===== config.mk =====
export PLATFORM = sky130hd
export DESIGN_NAME = booth_issue_ctrl
export DESIGN_NICKNAME = d
export VERILOG_FILES = /design/src/rtl/booth_pkg.sv /design/src/rtl/op_fifo.sv /design/src/rtl/booth_issue_ctrl.sv
export SDC_FILE = /design/constraint.sdc
export NUM_CORES = 1
export LEC_CHECK = 0
export ABC_AREA = 1
export CAP_MARGIN = 5
export CORE_ASPECT_RATIO = 0.7
export CORE_MARGIN = 3
export CORE_UTILIZATION = 46
export DETAILED_ROUTE_END_ITERATION = 8
export PLACE_DENSITY_LB_ADDON = 0.05
export SYNTH_ARGS = -nofsm -noshare
export SYNTH_HDL_FRONTEND = slang
export SYNTH_HIERARCHICAL = 1
export SYNTH_SLANG_ARGS = --single-unit

===== constraint.sdc =====
create_clock -name clk -period 2.2 [get_ports clk]
set_input_delay 0.66 -clock clk [delete_from_list [all_inputs] [get_ports clk]]
set_output_delay 0.66 -clock clk [all_outputs]
set_load 0.005 [all_outputs]

===== src/rtl/booth_pkg.sv =====
// Shared types and constants for the booth_mult issue/collect controller.
package booth_pkg;

  typedef enum logic [1:0] {
    ST_IDLE  = 2'd0,
    ST_ISSUE = 2'd1,
    ST_WAIT  = 2'd2,
    ST_ERROR = 2'd3
  } issue_state_t;

  localparam int BOOTH_W_DEFAULT = 8;

  // Cycles from the ISSUE cycle's start edge through the finish-sampling cycle.
  function automatic int booth_latency(input int w);
    return 2 * w + 3;
  endfunction

endpackage


===== src/rtl/op_fifo.sv =====
// Synchronous operand FIFO; a push into a full FIFO is taken when a pop happens in the same cycle.
module op_fifo #(
  parameter int WIDTH = 16,
  parameter int DEPTH = 2
) (
  input  logic             clk_i,
  input  logic             rst_ni,
  input  logic             push_i,
  input  logic [WIDTH-1:0] data_i,
  input  logic             pop_i,
  output logic [WIDTH-1:0] data_o,
  output logic             full_o,
  output logic             empty_o
);

  localparam int AW = $clog2(DEPTH);

  logic [WIDTH-1:0] mem_q [DEPTH];
  logic [AW:0]      wr_q, wr_d;
  logic [AW:0]      rd_q, rd_d;
  logic             push_ok;
  logic             pop_ok;

  // Pointers carry one extra wrap bit so full and empty are distinguishable.
  assign empty_o = (wr_q == rd_q);
  assign full_o  = (wr_q[AW] != rd_q[AW]) && (wr_q[AW-1:0] == rd_q[AW-1:0]);
  assign push_ok = push_i && (!full_o || pop_i);
  assign pop_ok  = pop_i && !empty_o;
  assign data_o  = mem_q[rd_q[AW-1:0]];

  always_comb begin
    wr_d = wr_q;
    rd_d = rd_q;
    if (push_ok) wr_d = wr_q + 1'b1;
    if (pop_ok)  rd_d = rd_q + 1'b1;
  end

  always_ff @(posedge clk_i or negedge rst_ni) begin
    if (!rst_ni) begin
      wr_q <= '0;
      rd_q <= '0;
    end else begin
      wr_q <= wr_d;
      rd_q <= rd_d;
    end
  end

  always_ff @(posedge clk_i) begin
    if (push_ok) mem_q[wr_q[AW-1:0]] <= data_i;
  end

endmodule


===== src/rtl/booth_issue_ctrl.sv =====
// Buffers signed operand pairs, issues them to booth_mult one at a time, bypasses
// zero operands, collects results into a one-entry output register and watches for hangs.
module booth_issue_ctrl
  import booth_pkg::*;
#(
  parameter int W     = BOOTH_W_DEFAULT,
  parameter int DEPTH = 2,
  parameter int TMO   = 2 * W + 4
) (
  input  logic           clk,
  input  logic           reset_n,
  input  logic           in_valid,
  output logic           in_ready,
  input  logic [W-1:0]   in_a,
  input  logic [W-1:0]   in_b,
  output logic           out_valid,
  input  logic           out_ready,
  output logic [2*W-1:0] out_product,
  output logic           err,
  output logic           mult_start,
  output logic [W-1:0]   mult_a,
  output logic [W-1:0]   mult_b,
  input  logic [2*W-1:0] mult_product,
  input  logic           mult_finish,
  output issue_state_t   dbg_state
);

  localparam int WDW = $clog2(TMO + 1);

  issue_state_t   state_q, state_d;
  logic [WDW-1:0] wd_q, wd_d;
  logic           out_valid_q;
  logic [2*W-1:0] out_product_q;
  logic [W-1:0]   mult_a_q, mult_b_q;

  logic [2*W-1:0] head;
  logic           fifo_full, fifo_empty;
  logic           push, pop;
  logic           head_zero, out_free;
  logic           load;
  logic [2*W-1:0] load_val;
  logic           issue_load;

  // Both streams transfer on a rising edge where valid && ready; valid may not
  // depend on ready, and a source holds its data stable until the transfer.
  assign push      = in_valid && in_ready;
  assign in_ready  = reset_n && (state_q != ST_ERROR) && (!fifo_full || pop);
  assign head_zero = (head[2*W-1:W] == '0) || (head[W-1:0] == '0);
  assign out_free  = !out_valid_q || out_ready;

  op_fifo #(
    .WIDTH (2 * W),
    .DEPTH (DEPTH)
  ) u_fifo (
    .clk_i   (clk),
    .rst_ni  (reset_n),
    .push_i  (push),
    .data_i  ({in_a, in_b}),
    .pop_i   (pop),
    .data_o  (head),
    .full_o  (fifo_full),
    .empty_o (fifo_empty)
  );

  always_comb begin
    state_d    = state_q;
    wd_d       = wd_q;
    pop        = 1'b0;
    load       = 1'b0;
    load_val   = '0;
    issue_load = 1'b0;
    unique case (state_q)
      ST_IDLE: begin
        if (!fifo_empty) begin
          if (head_zero) begin
            if (out_free) begin
              pop  = 1'b1;
              load = 1'b1;
            end
          end else begin
            pop        = 1'b1;
            issue_load = 1'b1;
            state_d    = ST_ISSUE;
          end
        end
      end
      ST_ISSUE: begin
        wd_d    = '0;
        state_d = ST_WAIT;
      end
      ST_WAIT: begin
        // A finished result waiting on a full output register is not a hang.
        if (mult_finish) begin
          if (out_free) begin
            load     = 1'b1;
            load_val = mult_product;
            state_d  = ST_IDLE;
          end
        end else if (wd_q == WDW'(TMO - 1)) begin
          state_d = ST_ERROR;
        end else begin
          wd_d = wd_q + 1'b1;
        end
      end
      ST_ERROR: begin
        state_d = ST_ERROR;
      end
      default: begin
        state_d = ST_IDLE;
      end
    endcase
  end

  always_ff @(posedge clk or negedge reset_n) begin
    if (!reset_n) begin
      state_q       <= ST_IDLE;
      wd_q          <= '0;
      out_valid_q   <= 1'b0;
      out_product_q <= '0;
      mult_a_q      <= '0;
      mult_b_q      <= '0;
    end else begin
      state_q <= state_d;
      wd_q    <= wd_d;
      if (load) begin
        out_valid_q   <= 1'b1;
        out_product_q <= load_val;
      end else if (out_ready) begin
        out_valid_q <= 1'b0;
      end
      if (issue_load) begin
        mult_a_q <= head[2*W-1:W];
        mult_b_q <= head[W-1:0];
      end
    end
  end

  assign out_valid   = out_valid_q;
  assign out_product = out_product_q;
  assign mult_a      = mult_a_q;
  assign mult_b      = mult_b_q;
  assign mult_start  = (state_q == ST_ISSUE);
  assign err         = (state_q == ST_ERROR);
  assign dbg_state   = state_q;

endmodule


### Word-level counts from Yosys, hierarchy flattened

Memory sizes are Yosys's and may differ from the RTL's.
Cells that the tools add are included.

* add/subtract/negate cells: 3
* equality and inequality tests: 14
* multiplexer cells: 27
* reduce and logical (&&, ||, !) cells: 19

Operators by type and width (count)
* 16-bit two-way mux: 3
* 8-bit zero test: 2
* 1-bit two-way mux: 14
* 2-bit two-way mux: 5
* 5-bit two-way mux: 2
* 2-bit inequality test (second input constant): 5
* 5-bit one-hot mux with 2 select lines: 1
* 2-bit one-hot mux with 4 select lines: 1
* 1-bit logical AND: 6
* 3-bit inequality test (second input constant): 2
* 5-bit by 1-bit adder with 5-bit output (second input constant): 1
* 5-bit == test (second input constant): 1
* 2-bit by 1-bit adder with 2-bit output (second input constant): 2
* 2-bit == test (second input constant): 2
* 4-bit AND reduction: 1
* 2-bit nonzero test: 2
* 1-bit zero test: 3
* 1-bit logical OR: 3
* 3-bit AND reduction: 1
* 2-bit by 1-bit == test with 1-bit output (second input constant): 1
* 2-bit == test: 1
* 2-bit zero test: 1
* 1-bit one-hot mux with 2 select lines: 1
* 1-bit == test: 1
* 1-bit inequality test: 1

* register bits after elaboration: 44
* bits in writable memories: 32
* input port bits: 37
* memories: 1

Memories
* u_fifo.mem_q: words 2, width 16, read ports 1, clocked after Yosys merged registers in 0, write ports 1, RTL line op_fifo.sv:18 `logic [WIDTH-1:0] mem_q [DEPTH];`

### Longest topological paths before layout

Gate-level depths: netlist (run 1).

* depth in word-level cells: 12
* depth in mapped cells: 19
* depth with buffers taken out: 18

### Modules after synthesis

The synthesis (run 1) kept the hierarchy.

Modules (own cells, without submodules)
* booth_issue_ctrl: times used 1, cells each 225, area each 1989.4 µm², sequential area each 1001.0 µm²
* op_fifo: times used 1, cells each 123, area each 1465.2 µm², sequential area each 1061.0 µm²

### Least setup slack after synthesis (run 1)

Ideal clock, no wire load.

* path type: register to register
* from: register u_fifo.rd_q[0]
* to: memory u_fifo.mem_q[1][0], enable pin
* data arrival time: 2013 ps
* required time: 1836 ps
* slack: -177 ps
* cell stages (with the launch flop): 19
* buffers on the path: 1
* cell sequence: dfrtp_1 bufinv_8 buf_2 nand2_1 nand2_1 inv_2 nand2_1 nor2_1 nand2_1 nand2_2 nand2_1 nand2_1 nand2_1 nand2_1 nor2_1 nand2_1 inv_1 nand2_2 inv_1

* word-level cells in the longest chain between the ends: 12

RTL lines
* start, declared: RTL line op_fifo.sv:20 `logic [AW:0] rd_q, rd_d;`
* start signal, assigned: RTL line op_fifo.sv:44 `rd_q <= rd_d;`
* memory 2 x 16 bit
* via head[8]: RTL line booth_issue_ctrl.sv:36 `logic [2*W-1:0] head;`
* 8-bit zero test: RTL line booth_issue_ctrl.sv:48 `assign head_zero = (head[2*W-1:W] == '0) || (head[W-1:0] == '0);`
* 1-bit logical OR: RTL line booth_issue_ctrl.sv:48
* 1-bit two-way mux: RTL line booth_issue_ctrl.sv:75 `if (head_zero) begin`
* 1-bit two-way mux: RTL line booth_issue_ctrl.sv:74 `if (!fifo_empty) begin`
* 1-bit two-way mux: RTL line booth_issue_ctrl.sv:72 `unique case (state_q)`
* 1-bit logical OR: RTL line booth_issue_ctrl.sv:47 `assign in_ready = reset_n && (state_q != ST_ERROR) && (!fifo_full || pop);`
* 1-bit logical AND: RTL line booth_issue_ctrl.sv:47
* 1-bit logical AND: RTL line booth_issue_ctrl.sv:46 `assign push = in_valid && in_ready;`
* via push: RTL line booth_issue_ctrl.sv:38 `logic push, pop;`
* 1-bit logical AND: RTL line op_fifo.sv:27 `assign push_ok = push_i && (!full_o || pop_i);`
* 1-bit two-way mux: RTL line op_fifo.sv:49 `if (push_ok) mem_q[wr_q[AW-1:0]] <= data_i;`
* 1-bit two-way mux (implied by the code): RTL line op_fifo.sv:49
* end, declared: RTL line op_fifo.sv:18

The timed path passes the listed nets, and every way through them passes these cells.

### Worst setup path after layout (run 1)

* from: register u_fifo.rd_q[0]
* to: output in_ready

* word-level cells in the longest chain between the ends: 8

RTL lines
* memory 2 x 16 bit
* via head[6]: RTL line booth_issue_ctrl.sv:36
* 8-bit zero test: RTL line booth_issue_ctrl.sv:48
* 1-bit logical OR: RTL line booth_issue_ctrl.sv:48
* 1-bit two-way mux: RTL line booth_issue_ctrl.sv:75
* 1-bit two-way mux: RTL line booth_issue_ctrl.sv:74
* 1-bit two-way mux: RTL line booth_issue_ctrl.sv:72
* 1-bit logical OR: RTL line booth_issue_ctrl.sv:47
* 1-bit logical AND: RTL line booth_issue_ctrl.sv:47
* end, declared: RTL line booth_issue_ctrl.sv:13 `output logic in_ready,`

The timed path passes the listed nets, and every way through them passes these cells.

==> results of run 1 <==
[flip-flops by register name (all words and copies together) (netlist names)]
signal,cells
out_valid,1
mult_a,8
u_fifo/rd_q,2
dbg_state,2
out_product,16
u_fifo/wr_q,2
u_fifo/mem_q,32
wd_q,5
mult_b,8
[cells in the mapped netlist (2+ instances only)]
library cell | number | area (um2)
edfxtp_1 | 32 | 961
buf_4 | 2 | 15.0
inv_2 | 7 | 26.3
dfrtp_1 | 44 | 1100
nand3_2 | 11 | 110
nor2_2 | 2 | 12.5
nand2_1 | 132 | 495
a21oi_1 | 3 | 15.0
nand3_4 | 2 | 35.0
nand2_2 | 7 | 43.8
inv_1 | 28 | 105
ha_1 | 5 | 62.6
nand4_1 | 2 | 12.5
buf_6 | 2 | 22.5
nand3_1 | 15 | 75.1
nand2_4 | 3 | 33.8
o21ai_1 | 4 | 20.0
o21ai_0 | 19 | 95.1
nor2_1 | 8 | 30.0
a31o_2 | 2 | 17.5
buf_2 | 5 | 25.0
[timing repair]
action	4_1_cts	5_1_grt
pin swaps	11	19
gates resized for setup	38	45
cloned	4	2
endpoints found under the setup margin	35	58
buffers inserted	68	8
[worst max-delay path by stage]
stage	to	slack (ns)	depth (start not counted)
floorplan	u_fifo/mem_q[1][0]	-0.01	18
global placement	in_ready	-0.64	9
detailed placement	in_ready	-0.62	9
CTS	in_ready	-0.44	14
global route	in_ready	-0.58	14
finish	in_ready	-0.45	14
[worst reg2reg max path: cells and delay by family (launching register included)]
kind	cells	cell delay (ns)
buffers and inverters	16	1.69
AND/OR/NAND/NOR	2	0.14
flip-flops	1	0.56
AO/OA/AOI/OAI	1	0.10
[area by class of cell]
| type | instances | area (um2) | area share, % |
|---|---|---|---|
| flip-flops and latches | 76 | 2060 | 39.3 |
| repair buffers | 140 | 1380 | 26.3 |
| multi-input cells | 226 | 1290 | 24.6 |
| inverters | 38 | 169 | 3.22 |
| clock buffers | 11 | 131 | 2.50 |
| well taps | 94 | 118 | 2.24 |
| clock inverters | 5 | 85.1 | 1.62 |
| repair inverters | 1 | 8.76 | 0.167 |
[routing by layer]
layer  track usage (%)  wire length, um  vias up
met4              5.11              101        0
met1              27.4             3960     1319
li1                  -                -     1412
met2              31.5             3780       62
met3              5.59              458       11
met5                 0                0        -
[logic make-up after synthesis]
kind of cell | Yosys count | share of synthesized area, %
AND/OR/NAND/NOR | 187 | 26.1
flip-flops | 76 | 59.7
buffers and inverters | 48 | 7.17
AO/OA/AOI/OAI | 30 | 4.74
adder cells (fa/ha/maj) | 5 | 1.81
XOR/XNOR | 2 | 0.507
[power groups by stage]
stage	registers, W	logic [W]	clock network [W]
final	0.00224	0.00375	0.00116
after global routing	0.00229	0.00414	0.00125
after CTS	0.00222	0.00341	0.00119
after detailed placement	0.00221	0.00291	0
after global placement	0.00220	0.00285	0
after floorplan	0.00222	0.00151	0
[through the flow]
step,util [%],area (um2)
3_3_place_gp,64.4,4510
6_report,75.0,5250
5_1_grt,75.0,5250
3_5_place_dp,64.4,4510
4_1_cts,72.7,5090
2_1_floorplan,-,3470
==> impl_results.md, run 1 <==
* Status: finished, violations left
* Violated checks: negative setup slack
* Area Growth Syn to Fin at 52.1%
* Final ANT Viol Nets at 0
* Sequential area share after synthesis at 59.7%
* CP dominant cell by count: nand2_2
* Core box area at approximately 7000 um2
* Drt initial violations at 156
* Worst hold slack at 0.429 ns
* Most frequent cells in the layout: nand2_1, clkdlybuf4s50_1, dfrtp_1, buf_4, edfxtp_1
* Cells after Synth at 348
* Worst R2R Setup Slack at -0.32 ns
* Clock skew at 0.0113 ns
* Worst vdd rail ir drop at 0.555 mV
* Post-Syn Nets at 390
* Setup ws final at -0.451 ns
* Non-Filler Instances at 591
* Psw at around 0.0026 W
* RSZ-0062 raised after global routing: true
* Crit path largest cell delay at 0.53 ns
* Global Route Usage Sum at 20.0%
* Placed cell count at 539
* CP cell instances: buf_8 -> nand2_2 -> nand2_1 -> inv_2 -> nand2_2 -> nor2_4 -> nand2_2 -> nand2_2 -> nand2_2 -> nand2_2 -> nand2_2 -> nand2_2 -> inv_2 -> buf_2
* RR Startpoint: u_fifo/rd_q[0]
* Final #Nets at approximately 530
* Clock sinks at 76
* Clk slew on worst S/H paths at 0.08 ns
* Switching share of power at 36.0%
* Clock network power share at 16.2%
* Crit path from: u_fifo/rd_q[0]
* Share of cells above drive strength 1 at 34.0%
* H-tree depth at 3
* CP Data Arrival Time at 1.99 ns
* Global-route wire length before repair at 13.1 mm
* Clk buf depth at 2
* Die height at 78.5 um
* Fillers at 520
* Post-DR wirelength/cell at approximately 14 um
* Leading cell type in the layout, fill and taps excluded: nand2_1
* Period utilization at 120%
* Least-Margin Pin Slew at 0.591 ns
* Register share of total power at 31.3%
* R2r worst-path depth at 19
* Antenna violations before repair at 0
* CP bufs+invs at 4
* Slew HR at 60.6%
* Root Driver: clkbuf_8
* Worst Path Required at ~1.5 ns
* Inserted Clock Buffers at 9
* TNS Setup at -8.42 ns
* Cell Int Power at 0.00458 W
* Crit Path Category: flop to output port
* Fmax at 377 MHz
* Synth Cell Area at about 3500 um2
* Critical-path top delay cell: dfrtp_2
* Max Slew Vio Count at 0
* Initial Util at 49.3%
* Dpl ws at -0.620 ns
* Drt pass-1 iters at 4
* CTS tree: yes
* Total number of yosys warnings at 6
* Critical Path Fanout Max at 8
* Final setup violation count at 34
* Die Width at 110 um
* Gate power share at 52.5%
* WL final at 8.30 mm
* Post-synth EDFFs at 32
* FF+latch count, synth at between 70 and 80
* Worst skew pair latency at between 0.3 and 0.4 ns
* GP Congestion at 0.782
* DR vias/cell at 4.74
* Top cell family by delay on the critical path: simple AND/OR/NAND/NOR gates
* Number of cell rows at 25
* Via Count at 2804
* Io pins at 75
* Critical R2R Capture: mult_b[6]
* Critical path endpoint category: output port
* Die ar. at 8600 um2
* Pwr per Cell Area at 1360 nW/um2
* Fraction of registers with async set/reset at 57.9%
* Top_reg_cell synth: dfrtp_1
* Total grt overflow at 0
* Largest net degree at the start of global routing at 45
* Synth Area per Inst at roughly 9.9 um2
* Vias in the first global route at 2684
* CTS Hold Bufs at 0
* Min Clock Period, post-route at 2.65 ns
* CP startpoint kind: flop
* HP Class: input port to async pin
* Post-synth cell types at 34
* Detailed-placement wirelength estimate at between 4 and 5 mm
* Static leakage at 2.43 nW
* Final Hold Viols at 0
* Final Total Pwr at 0.00715 W
* Drt drc at 0
* Max-Cap Viols at 0
* Port bufs at 74
* Antenna cells at 0
Power figures use the tool's default switching activity.
==> run 2: changes to the inputs <==
- SETUP_SLACK_MARGIN: unset -> 0.3
- SKIP_CTS_REPAIR_TIMING: unset -> 1
==> run 2 against run 1 <==
Against the previous run: the flow still finishes with violations (negative setup slack); critical path depth unchanged; combinational power decreased by 5.6%; clock skew down 0.0032 ns; hold slack improved by 0.0072 ns; clock-buffer cell count down 1; routed wire length shrank 5.0%; utilization decreased by 2.0 points; total power is 7.4% lower; setup slack better by 0.073 ns; sequential cell count stayed put; cell count is 1.7% lower; register-to-register slack improved by 0.20 ns.
==> impl_results.md, run 2 (synthesized netlist as in run 1, its figures left out) <==
* WL final at 7.88 mm
* Die height at 78.5 um
* Final Hold Viols at 0
* Crit Path Category: flop to output port
* Worst Path Required at 1.54 ns
* Crit path largest cell delay at 0.48 ns
* Min Clock Period, post-route at 2.58 ns
* HP Class: input port to async pin
* Final ANT Viol Nets at 0
* Worst hold slack at ~0.44 ns
* CP cell instances: buf_6 -> nand2_1 -> nand2_1 -> inv_2 -> nand2_2 -> nor2_4 -> nand2_2 -> nand2_2 -> nand2_2 -> nand2_2 -> nand2_2 -> nand2_2 -> inv_2 -> clkbuf_2
* R2r worst-path depth at 19
* Vias in the first global route at 2522
* Antenna cells at 0
* Placed cell count at around 540
* Global-route wire length before repair at 11.8 mm
* Area Growth Syn to Fin at 48.0%
* Via Count at 2755
* CP startpoint kind: flop
* Initial Util at 49.3%
* Number of cell rows at 25
* Critical path endpoint category: output port
* Core box area at 7010 um2
* H-tree depth at 3
* RSZ-0062 raised after global routing: true
* Drt initial violations at between 150 and 200
* Slew HR at 61.8%
* Global Route Usage Sum at about 18%
* Port bufs at between 70 and 80
* Drt drc at 0
* Clock sinks at 76
* Clk slew on worst S/H paths at 0.08 ns
* Period utilization at 117%
* Clock skew at between 0.008 and 0.009 ns
* Most frequent cells in the layout: nand2_1, clkdlybuf4s50_1, buf_4
* CP Data Arrival Time at 1.92 ns
* Max-Cap Viols at 0
* Final setup violation count at 33
* Dpl ws at -0.590 ns
* Status: finished, violations left
* Critical-path top delay cell: dfrtp_2
* Violated checks: negative setup slack
* Sequential cell area at 2060 um2
* Non-Filler Instances at 581
* GP Congestion at 0.759
* Final #Nets at about 520
* Pwr per Cell Area at 1300 nW/um2
* Share of cells above drive strength 1 at 33.1%
* Root Driver: clkbuf_8
* Io pins at 75
* Setup crit end: in_ready
* Worst vdd rail ir drop at 0.659 mV
* CP dominant cell by count: nand2_2
* Clk buf depth at 2
* Largest net degree at the start of global routing at 45
* Drt pass-1 iters at 4
* Worst R2R Setup Slack at -0.12 ns
* Static leakage at 2.59 nW
* Antenna violations before repair at 0
* Detailed-placement wirelength estimate at 5.05 mm
* Post-DR wirelength/cell at ~14 um
* Least-Margin Pin Slew at 0.573 ns
* Die Width at about 110 um
* Leading cell type in the layout, fill and taps excluded: nand2_1
* Critical Path Fanout Max at 8
* Die ar. at 8600 um2
* Flip-flop count of the largest register after layout at 32
* RR Startpoint: u_fifo/rd_q[0]
* CTS tree: yes
* Total grt overflow at 0
* Fmax at approximately 390 MHz
* Final design utilization at about 73%
* Crit path from: u_fifo/rd_q[0]
* Fillers at 568
* DR vias/cell at 4.74
* Max Slew Vio Count at 0
* Area of the multi-input gates at 1290 um2
* Inserted Clock Buffers at 9
* Worst skew pair latency at 0.34 ns
* Setup ws final at -0.377 ns
* Critical R2R Capture: u_fifo/mem_q[1][3]
* TNS Setup at -2.68 ns
-- run 2: worst min path at each step --
| stage | to | slack, ns | cells past startpoint |
|---|---|---|---|
| 6_report | mult_b[6] | 0.44 | 2 |
| 5_1_grt | wd_q[3] | 0.47 | 2 |
| 4_1_cts | out_product[15] | 0.45 | 2 |
| 3_5_place_dp | mult_b[7] | 0.47 | 2 |
| 3_3_place_gp | mult_b[4] | 0.46 | 2 |
| 2_1_floorplan | dbg_state[0] | 0.36 | 0 |
-- run 2: layer usage --
| layer | GRT usage [%] | wire (um) | vias up |
|---|---|---|---|
| met5 | 0 | 0 | - |
| met3 | 5.09 | 484 | 2 |
| met1 | 25.5 | 3660 | 1289 |
| met2 | 27.0 | 3730 | 79 |
| li1 | - | - | 1385 |
| met4 | 3.36 | 15 | 0 |
-- run 2: cell type report --
cell class	instances	share of cell area, %
clock buffer	10	2.50
clock inverter	6	0.612
inverter	38	3.26
multi-input combinational	226	25.3
sequential	76	40.4
tap	94	2.30
timing repair buffer	131	25.7
-- run 2: power by group --
part           total (W)  leakage [nW]  internal, W  switching [W]
Combinational    0.00354          1.67      0.00181        0.00173
Clock           0.000889        0.0748     0.000396       0.000492
Sequential       0.00219         0.849      0.00194       0.000250
-- run 2: critical path, delay by kind of cell, from the launching register on --
kind,cells,cell delay (ns)
and+or+nand+nor,10,0.74
buffers and inverters,4,0.36
DFF,1,0.48
-- run 2: stage by stage --
| stage | total power (W) | cell area [um2] |
|---|---|---|
| finish | 0.00662 | 5110 |
| floorplan | 0.00375 | 3480 |
| detailed placement | 0.00518 | 4540 |
| global placement | 0.00510 | 4540 |
| global route | 0.00713 | 5110 |
| CTS | 0.00608 | 4690 |
